**config.mk**
```make
export PLATFORM = sky130hd
export DESIGN_NAME = ika87ad_mcseq_flat
export DESIGN_NICKNAME = d
export VERILOG_FILES = /design/src/rtl/ika87ad_mcseq_if.sv /design/src/rtl/ika87ad_mcseq.sv /design/src/flat_wrapper.sv
export SDC_FILE = /design/constraint.sdc
export NUM_CORES = 1
export LEC_CHECK = 0
export ABC_AREA = 1
export CORE_UTILIZATION = 43
export CTS_CLUSTER_DIAMETER = 80
export CTS_CLUSTER_SIZE = 12
export DETAILED_ROUTE_END_ITERATION = 10
export GPL_TIMING_DRIVEN = 1
export PLACE_DENSITY = 0.77
export SLEW_MARGIN = 20
export SYNTH_ARGS = -nofsm -noshare
export SYNTH_HDL_FRONTEND = slang
export SYNTH_SLANG_ARGS = --single-unit
```
**constraint.sdc**
```tcl
create_clock -name i_CLK -period 1.6 [get_ports i_CLK]
set_clock_uncertainty 0.15 [all_clocks]
set_input_delay 0.32 -clock i_CLK [delete_from_list [all_inputs] [get_ports i_CLK]]
set_output_delay 0.32 -clock i_CLK [all_outputs]
set_load 0.03 [all_outputs]
```
**src/rtl/ika87ad_mcseq_if.sv**
```systemverilog
// rtl/ika87ad_mcseq_if.sv - decoder, bus controller and microcode ROM signals of the sequencer
`timescale 1ns/1ps
interface ika87ad_mcseq_if;
  logic        i_IRD_VALID;
  logic [7:0]  i_IRD_START_ADDR;
  logic        i_BUS_CYCLE_DONE;
  logic        i_FLUSH;
  logic        o_MCROM_READ_TICK;
  logic [7:0]  o_MCROM_ADDR;
  logic [17:0] i_MCROM_DATA;
  logic [17:0] o_MC_WORD;
  logic        o_MC_VALID;
  logic [1:0]  o_BUS_CYCLE;
  logic        o_INSTR_END;

  modport slave (
    input  i_IRD_VALID, i_IRD_START_ADDR, i_BUS_CYCLE_DONE, i_FLUSH, i_MCROM_DATA,
    output o_MCROM_READ_TICK, o_MCROM_ADDR, o_MC_WORD, o_MC_VALID, o_BUS_CYCLE, o_INSTR_END
  );

  modport master (
    output i_IRD_VALID, i_IRD_START_ADDR, i_BUS_CYCLE_DONE, i_FLUSH, i_MCROM_DATA,
    input  o_MCROM_READ_TICK, o_MCROM_ADDR, o_MC_WORD, o_MC_VALID, o_BUS_CYCLE, o_INSTR_END
  );
endinterface

```
**src/rtl/ika87ad_mcseq.sv**
```systemverilog
// rtl/ika87ad_mcseq.sv - microcode sequencer: fetches, holds and steps IKA87AD microwords
`timescale 1ns/1ps
module ika87ad_mcseq #(
  parameter logic [7:0]  P_IRD_ADDR = 8'd255,
  parameter logic [17:0] P_NOP_WORD = 18'h3C000
) (
  input  logic             i_CLK,
  input  logic             i_RST_n,
  input  logic             i_CEN,
  ika87ad_mcseq_if.slave   bus
);

  localparam logic [1:0] BC_RD4  = 2'b00;
  localparam logic [1:0] MCTYPE3 = 2'b11;

  typedef enum logic [1:0] {S_WAIT, S_ROM, S_LATCH, S_EXEC} state_t;

  state_t      state_q, state_d;
  logic [7:0]  addr_q, addr_d;
  logic        tick_q, tick_d;
  logic [17:0] word_q, word_d;
  logic        valid_q, valid_d;
  logic        end_q, end_d;
  logic [3:0]  cnt_q, cnt_d;
  logic [3:0]  rep_dec;

  // Only MCTYPE3 words with the repeat flag carry a hold count.
  assign rep_dec = (bus.i_MCROM_DATA[17:16] == MCTYPE3 && bus.i_MCROM_DATA[13])
                   ? bus.i_MCROM_DATA[12:9] : 4'd0;

  always_comb begin
    state_d = state_q;
    addr_d  = addr_q;
    tick_d  = 1'b0;
    word_d  = word_q;
    valid_d = valid_q;
    end_d   = 1'b0;
    cnt_d   = cnt_q;
    if (bus.i_FLUSH) begin
      state_d = S_WAIT;
      addr_d  = P_IRD_ADDR;
      word_d  = P_NOP_WORD;
      valid_d = 1'b0;
      cnt_d   = 4'd0;
    end else begin
      case (state_q)
        S_WAIT: begin
          if (bus.i_IRD_VALID) begin
            addr_d  = bus.i_IRD_START_ADDR;
            tick_d  = 1'b1;
            state_d = S_ROM;
          end
        end
        S_ROM: begin
          state_d = S_LATCH;
        end
        S_LATCH: begin
          word_d  = bus.i_MCROM_DATA;
          valid_d = 1'b1;
          cnt_d   = rep_dec;
          state_d = S_EXEC;
        end
        S_EXEC: begin
          if (bus.i_BUS_CYCLE_DONE) begin
            if (cnt_q != 4'd0) begin
              cnt_d = cnt_q - 4'd1;
            end else if (word_q[1:0] != BC_RD4) begin
              addr_d  = addr_q + 8'd1;
              tick_d  = 1'b1;
              valid_d = 1'b0;
              state_d = S_ROM;
            end else begin
              end_d   = 1'b1;
              valid_d = 1'b0;
              word_d  = P_NOP_WORD;
              addr_d  = P_IRD_ADDR;
              state_d = S_WAIT;
            end
          end
        end
        default: state_d = S_WAIT;
      endcase
    end
  end

  // Disabled edges hold every register, so the pulses stretch with i_CEN.
  always_ff @(posedge i_CLK or negedge i_RST_n) begin
    if (!i_RST_n) begin
      state_q <= S_WAIT;
      addr_q  <= P_IRD_ADDR;
      tick_q  <= 1'b0;
      word_q  <= P_NOP_WORD;
      valid_q <= 1'b0;
      end_q   <= 1'b0;
      cnt_q   <= 4'd0;
    end else if (i_CEN) begin
      state_q <= state_d;
      addr_q  <= addr_d;
      tick_q  <= tick_d;
      word_q  <= word_d;
      valid_q <= valid_d;
      end_q   <= end_d;
      cnt_q   <= cnt_d;
    end
  end

  assign bus.o_MCROM_READ_TICK = tick_q;
  assign bus.o_MCROM_ADDR      = addr_q;
  assign bus.o_MC_WORD         = word_q;
  assign bus.o_MC_VALID        = valid_q;
  assign bus.o_BUS_CYCLE       = word_q[1:0];
  assign bus.o_INSTR_END       = end_q;

endmodule
```
**src/flat_wrapper.sv**
```systemverilog
// flat-port wrapper written by rule: the top's interface ports become plain ports
module ika87ad_mcseq_flat 
#(
  parameter logic [7:0]  P_IRD_ADDR = 8'd255,
  parameter logic [17:0] P_NOP_WORD = 18'h3C000
)
  (i_CLK, i_RST_n, i_CEN, bus_i_IRD_VALID, bus_i_IRD_START_ADDR, bus_i_BUS_CYCLE_DONE, bus_i_FLUSH, bus_i_MCROM_DATA, bus_o_MCROM_READ_TICK, bus_o_MCROM_ADDR, bus_o_MC_WORD, bus_o_MC_VALID, bus_o_BUS_CYCLE, bus_o_INSTR_END);
  ika87ad_mcseq_if bus_i ();
  input  logic i_CLK;
  input  logic i_RST_n;
  input  logic i_CEN;
  input wire logic [$bits(bus_i.i_IRD_VALID)-1:0] bus_i_IRD_VALID;
  input wire logic [$bits(bus_i.i_IRD_START_ADDR)-1:0] bus_i_IRD_START_ADDR;
  input wire logic [$bits(bus_i.i_BUS_CYCLE_DONE)-1:0] bus_i_BUS_CYCLE_DONE;
  input wire logic [$bits(bus_i.i_FLUSH)-1:0] bus_i_FLUSH;
  input wire logic [$bits(bus_i.i_MCROM_DATA)-1:0] bus_i_MCROM_DATA;
  output wire logic [$bits(bus_i.o_MCROM_READ_TICK)-1:0] bus_o_MCROM_READ_TICK;
  output wire logic [$bits(bus_i.o_MCROM_ADDR)-1:0] bus_o_MCROM_ADDR;
  output wire logic [$bits(bus_i.o_MC_WORD)-1:0] bus_o_MC_WORD;
  output wire logic [$bits(bus_i.o_MC_VALID)-1:0] bus_o_MC_VALID;
  output wire logic [$bits(bus_i.o_BUS_CYCLE)-1:0] bus_o_BUS_CYCLE;
  output wire logic [$bits(bus_i.o_INSTR_END)-1:0] bus_o_INSTR_END;
  assign bus_i.i_IRD_VALID = bus_i_IRD_VALID;
  assign bus_i.i_IRD_START_ADDR = bus_i_IRD_START_ADDR;
  assign bus_i.i_BUS_CYCLE_DONE = bus_i_BUS_CYCLE_DONE;
  assign bus_i.i_FLUSH = bus_i_FLUSH;
  assign bus_i.i_MCROM_DATA = bus_i_MCROM_DATA;
  assign bus_o_MCROM_READ_TICK = bus_i.o_MCROM_READ_TICK;
  assign bus_o_MCROM_ADDR = bus_i.o_MCROM_ADDR;
  assign bus_o_MC_WORD = bus_i.o_MC_WORD;
  assign bus_o_MC_VALID = bus_i.o_MC_VALID;
  assign bus_o_BUS_CYCLE = bus_i.o_BUS_CYCLE;
  assign bus_o_INSTR_END = bus_i.o_INSTR_END;
  ika87ad_mcseq #(.P_IRD_ADDR(P_IRD_ADDR), .P_NOP_WORD(P_NOP_WORD)) u_core (.i_CLK(i_CLK), .i_RST_n(i_RST_n), .i_CEN(i_CEN), .bus(bus_i));
endmodule
```
==> impl_metrics.json, run 1 <==
{
  "path_cells": "ha_4 > nor2_4 > nand2_4 > nand2_4 > nor2_4 > nand2_4 > buf_12 > nand2_2 > o21ai_2",
  "grt_start_max_net_pins": 36,
  "final-hold-violation-count": 0,
  "powerDensity_mw_per_mm2": 1610,
  "cts_tree": "yes",
  "fin_nets": 408,
  "die_area_mm2": 0.00517,
  "timing.fmax_mhz": 591,
  "clk_latency_ns": 0.30,
  "dp_cells": 416,
  "hold_class": "primary input to asynchronous set/reset pin",
  "maxCapViolCount": 0,
  "initial_core_util": 0.445,
  "peakVddDrop_uv": 859,
  "drive_gt1_frac": 0.412,
  "syn_inst": 265,
  "syn_area_per_cell_um2": 7.94,
  "routedWlPerCell_um": 13.9,
  "reg2reg_slack_ns": -0.09,
  "criticalPathCategory": "flop to flop",
  "layout_setup_ws_ns": -0.0920,
  "required_ns": 1.67,
  "cpLargestDelayFamily": "simple AND/OR/NAND/NOR gates",
  "finalNonFillerCells": 438,
  "synthToLayoutAreaGrowth_pct": 60.5,
  "antenna_found_initial": 0,
  "violations": "setup timing",
  "ys_ff_latch": 35,
  "portBuffers": 62,
  "n_fill_cell": 357,
  "postRouteAntennaNets": 0,
  "critPathBufInv": 1,
  "synthesis.area_mm2": 0.00210,
  "first_pass_iters": 5,
  "die_h_um": 71.9,
  "finalSetupViolCount": 29,
  "clkSlewWorstSetupHoldPaths_ns": 0.08,
  "synth-seq-area-share": 0.424,
  "synth_most_common_cell": "nand2_1",
  "p_total_uw": 5430,
  "slowest_delay_ns": 0.46,
  "crit_fanout": 6,
  "status": "complete, but fails checks",
  "yosys.area.top_type": "dfrtp_1",
  "synth_cell_types": 27,
  "grt.total_usage": 0.229,
  "cts_inserted_buffers": 5,
  "synth_flop_cell": "dfrtp_1",
  "rsz0062_at_grt": "true",
  "crit_top_cell": "nand2_4",
  "clock_sinks": 35,
  "post-route-drc-count": 0,
  "gp_congestion": 0.841,
  "cts_root_buffer": "clkbuf_8",
  "pin_count": 63,
  "p_int_uw": 2950,
  "setup_tns_ns": -1.77,
  "ys_top_cells_by_count": "nand2_1, dfrtp_1, nand3_1, inv_1, nor2_1",
  "wirelength_um": 6110,
  "slew_headroom": 0.744,
  "coreArea_mm2": 0.00472,
  "fin_util": 0.715,
  "pwr-share-comb": 0.574,
  "synth_area_leaders": "dfrtp_1, dfstp_2, nand2_1",
  "crit_path_end_kind": "flop",
  "clock_path_buffers": 2,
  "synth-edff-count": 0,
  "die-width_um": 71.9,
  "swShare": 0.457,
  "ctsHoldBuffers": 0,
  "drt_iter0_drc": 136,
  "ys_warn_count": 0,
  "seq_power_share": 0.305,
  "period_share": 1.06,
  "n_antenna_cell": 0,
  "vias": 2138,
  "tightest_slew_ns": 0.383,
  "clkPwrFrac": 0.122,
  "p_sw_uw": 2480,
  "grt_pass1_vias": 2052,
  "dpl.hpwl_um": 3910,
  "syn-num-nets": 303,
  "worst_setup_path_start_kind": "flop",
  "row_count": 25,
  "layout_min_cycle_time_ns": 1.69,
  "vias_per_cell": 4.88,
  "arrival_ns": 1.77,
  "overflow": 0,
  "grt_pass1_wl_um": 9210,
  "slew_viol_final": 0,
  "async_reset_ff_frac": 1.00,
  "crit_slowest_cell": "dfrtp_2",
  "synth_top_area_frac": 0.274,
  "cts_max_level": 2,
  "dp_slack_ns": -0.397,
  "cellLeakagePower_uw": 0.00163
}
[power by group through the flow]
stage	clock network, uW	logic (uW)	registers [uW]
final	660	3110	1660
after global routing	707	3350	1700
after CTS	675	2660	1620
after detailed placement	0	2700	1620
after global placement	0	2650	1610
after floorplan	0	1080	2170
[layer usage]
metal	track usage	wire length, um	vias to the layer above
li1	-	-	1059
met1	0.291	2680	1010
met2	0.391	3110	60
met3	0.0583	246	9
met4	0.0588	70	0
met5	0	0	-
[path summary, 6_finish.rpt]
| check | startpoint | endpoint | cells past startpoint |
|---|---|---|---|
| setup / recovery | u_core.state_q[1] | u_core.bus.o_MC_WORD[5] | 9 |
| hold / removal | i_RST_n | u_core.bus.o_INSTR_END | 2 |
| setup reg to reg | u_core.state_q[1] | u_core.bus.o_MC_WORD[5] | 9 |
| hold reg to reg | u_core.bus.o_MC_WORD[14] | u_core.bus.o_MC_WORD[14] | 2 |
| max in group asynchronous | i_RST_n | u_core.bus.o_MCROM_ADDR[3] | 2 |
| min in group i_CLK | u_core.bus.o_MC_WORD[14] | u_core.bus.o_MC_WORD[14] | 2 |
[timing repair]
item | 4_1_cts | 5_1_grt
endpoints found under the hold margin | 0 | 0
pin swaps | 2 | 9
resized for setup | 33 | 50
buffers inserted | 0 | 10
gates cloned | 1 | 3
endpoints found under the setup margin | 48 | 41
[stage by stage]
step	instance area (um2)	hold slack, ns
2_1_floorplan	2110	-0.126
5_1_grt	3380	0.273
4_1_cts	3100	0.240
6_report	3380	0.234
3_5_place_dp	2990	0.317
3_3_place_gp	2990	0.311
[layout by cell type, fill, tap and decap left out, drive strengths merged, types with 2 or more instances in the layout]
cell type      synthesis  routed
nand2                 96      96
buf                    6      52
clkdlybuf4s50          0      30
o21ai                 30      30
nor2                  25      26
inv                   25      25
dfrtp                 23      23
nand3                 23      23
dlygate4sd2            0      15
dfstp                 12      12
clkbuf                 1      12
ha                     6       6
or2                    5       5
nand4                  4       4
a21oi                  4       4
o22ai                  2       2
[state kept, by name, indices dropped and copies added, names as in the netlist]
register,flops
u_core.state_q,2
u_core.bus.o_MC_WORD,18
u_core.bus.o_MC_VALID,1
u_core.bus.o_MCROM_READ_TICK,1
u_core.cnt_q,4
u_core.bus.o_INSTR_END,1
u_core.bus.o_MCROM_ADDR,8
[kinds of logic (layout without fill, tap and decap cells)]
group	after synthesis	after routing	synth area share
buf+inv	32	137	0.0720
simple gates	155	156	0.347
compound gates	37	37	0.122
flops	35	35	0.424
fa+ha+maj	6	6	0.0357
[cell type report]
cell class	count	area, um2	area share
timing repair buffer	104	970	0.287
tap	67	83.8	0.0248
sequential	35	892	0.264
clock inverter	2	12.5	0.00371
inverter	25	98.8	0.0293
multi-input combinational	199	1250	0.369
clock buffer	6	72.6	0.0215
Power figures use the tool's default switching activity.
==> run 2: changes to the inputs <==
MAX_ROUTING_LAYER = met4   (was not set)
==> run 2 against run 1 <==
  * The run still ends with setup timing left
  * Critical path depth did not move
  * Total power fell by 0.12%
  * Design area is the same
  * Die area is the same
  * Via count rose by 0.56%
  * First-iteration DRC count up 2.2%
  * Global-route usage up 0.70 points
  * Non-clock buffer count stayed put
  * Clock power about the same
  * Critical path type unchanged
  * Largest power group unchanged
==> impl_metrics.json, run 2 (synthesized netlist as in run 1, its figures left out) <==
{
  "rsz0062_at_grt": "true",
  "routedWlPerCell_um": 13.9,
  "layout_setup_ws_ns": -0.0889,
  "vias_per_cell": 4.91,
  "p_sw_uw": 2480,
  "regArea_um2": 892,
  "period_share": 1.06,
  "slowest_delay_ns": 0.46,
  "r2r_start": "u_core.state_q[1]",
  "pwr-share-comb": 0.573,
  "synthToLayoutAreaGrowth_pct": 60.5,
  "required_ns": 1.67,
  "cts_max_level": 2,
  "cts_tree": "yes",
  "p_int_uw": 2950,
  "fin_nets": 408,
  "post-route-drc-count": 0,
  "crit_top_cell": "nand2_4",
  "drt_iter0_drc": 139,
  "slew_headroom": 0.742,
  "clkSlewWorstSetupHoldPaths_ns": 0.08,
  "multi_input_area_mm2": 0.00125,
  "stdcell_area_mm2": 0.00338,
  "wirelength_um": 6090,
  "swShare": 0.456,
  "overflow": 0,
  "drive_gt1_frac": 0.412,
  "n_fill_cell": 357,
  "path_cells": "ha_4 > nor2_4 > nand2_4 > nand2_4 > nor2_4 > nand2_4 > buf_12 > nand2_2 > o21ai_2",
  "timing.fmax_mhz": 592,
  "pin_count": 63,
  "peakVddDrop_uv": 858,
  "seq_power_share": 0.305,
  "final-hold-violation-count": 0,
  "clock_sinks": 35,
  "place_area_mm2": 0.00299,
  "die-width_um": 71.9,
  "finalSetupViolCount": 29,
  "ff2ff_path_depth": 9,
  "cts_inserted_buffers": 5,
  "dpl.hpwl_um": 3910,
  "maxCapViolCount": 0,
  "crit_slowest_cell": "dfrtp_2",
  "slew_viol_final": 0,
  "worst_setup_path_start_kind": "flop",
  "cp-startpoint": "u_core.state_q[1]",
  "reg2reg_slack_ns": -0.09,
  "endpoint": "u_core.bus.o_MC_WORD[5]",
  "powerDensity_mw_per_mm2": 1610,
  "cts_root_buffer": "clkbuf_8",
  "crit_path_end_kind": "flop",
  "postRouteAntennaNets": 0,
  "grt_pass1_wl_um": 9200,
  "n_antenna_cell": 0,
  "die_area_mm2": 0.00517,
  "grt_start_max_net_pins": 36,
  "final_common_cell": "nand2_1",
  "portBuffers": 62,
  "tightest_slew_ns": 0.385,
  "grt.total_usage": 0.236,
  "die_h_um": 71.9,
  "first_pass_iters": 5,
  "p_total_uw": 5420,
  "violations": "setup timing",
  "vias": 2150,
  "cellLeakagePower_uw": 0.00163,
  "layout_min_cycle_time_ns": 1.69,
  "grt_pass1_vias": 2050,
  "row_count": 25,
  "final_cell_mix": "nand2_1, buf_4, clkdlybuf4s50_1",
  "gp_congestion": 0.854,
  "clkPwrFrac": 0.122,
  "hold_class": "primary input to asynchronous set/reset pin",
  "arrival_ns": 1.76,
  "criticalPathCategory": "flop to flop",
  "initial_core_util": 0.445,
  "clk_latency_ns": 0.30,
  "largest_reg_flops": 18,
  "crit_fanout": 6,
  "antenna_found_initial": 0,
  "r2r_end": "u_core.bus.o_MC_WORD[5]",
  "status": "complete, but fails checks",
  "clock_path_buffers": 2,
  "coreArea_mm2": 0.00472
}
[run 2: cell counts in the layout (fill, tap and decap cells not counted)]
No cell type changed its count.
[run 2: layout make-up]
type / count / share of cell area
Multi-Input combinational cell: 199 / 0.369
Sequential cell: 35 / 0.264
Inverter: 25 / 0.0293
Clock buffer: 6 / 0.0215
Timing Repair Buffer: 104 / 0.287
Tap cell: 67 / 0.0248
Clock inverter: 2 / 0.00371
[run 2: per-stage QoR]
stage               TNS (ns)  hold slack (ns)  instances  setup slack [ns]  utilization
global placement       -9.91            0.311        416            -0.342        0.632
global route           -3.39            0.273        438            -0.163        0.715
CTS                   -0.177            0.240        425           -0.0265        0.656
floorplan                  0           -0.126        265            0.0142            -
detailed placement    -10.85            0.317        416            -0.397        0.632
finish                 -1.69            0.234        438           -0.0889        0.715
[run 2: repair_timing]
item	CTS	global route
endpoints found under the setup margin	48	41
pin swaps	2	9
cloned	1	3
hold buffers	0	0
setup buffers	0	10
gates resized for setup	33	50
[run 2: how the worst min path moves through the flow]
stage                                  start                  endpoint  slack [ns]  cells past startpoint
floorplan                            i_RST_n    u_core.bus.o_INSTR_END       -0.13                      0
global placement    u_core.bus.o_MC_WORD[15]  u_core.bus.o_MC_WORD[15]        0.31                      2
CTS                                  i_RST_n  u_core.bus.o_MC_WORD[12]        0.24                      2
detailed placement  u_core.bus.o_MC_WORD[14]  u_core.bus.o_MC_WORD[14]        0.32                      2
global route                         i_RST_n  u_core.bus.o_MC_WORD[12]        0.27                      2
finish                               i_RST_n    u_core.bus.o_INSTR_END        0.23                      2
[run 2: critical path: cells and delay by family, from the launching register on]
| family | cells | cell delay, ns |
|---|---|---|
| flops | 1 | 0.46 |
| fa+ha+maj | 1 | 0.21 |
| compound gates | 1 | 0.07 |
| buf+inv | 1 | 0.15 |
| simple gates | 6 | 0.57 |
[run 2: routing by layer]
layer / wire length, um / vias up / global-route usage
li1: - / 1059 / -
met1: 2580 / 1009 / 0.289
met2: 3150 / 73 / 0.393
met3: 296 / 9 / 0.0583
met4: 68 / 0 / 0.0588
met5: 0 / - / -
[run 2: power groups by stage]
| stage | logic [uW] | clock network [uW] | registers (uW) |
|---|---|---|---|
| 2_1_floorplan | 1080 | 0 | 2170 |
| 3_3_place_gp | 2650 | 0 | 1610 |
| 3_5_place_dp | 2700 | 0 | 1620 |
| 4_1_cts | 2660 | 675 | 1620 |
| 5_1_grt | 3350 | 707 | 1700 |
| 6_report | 3110 | 661 | 1660 |
==> run 3: changes to the inputs <==
CORE_MARGIN = 1   (was not set)
==> results of run 3 <==
Final layout, timing and power as in run 2 (identical DEF).
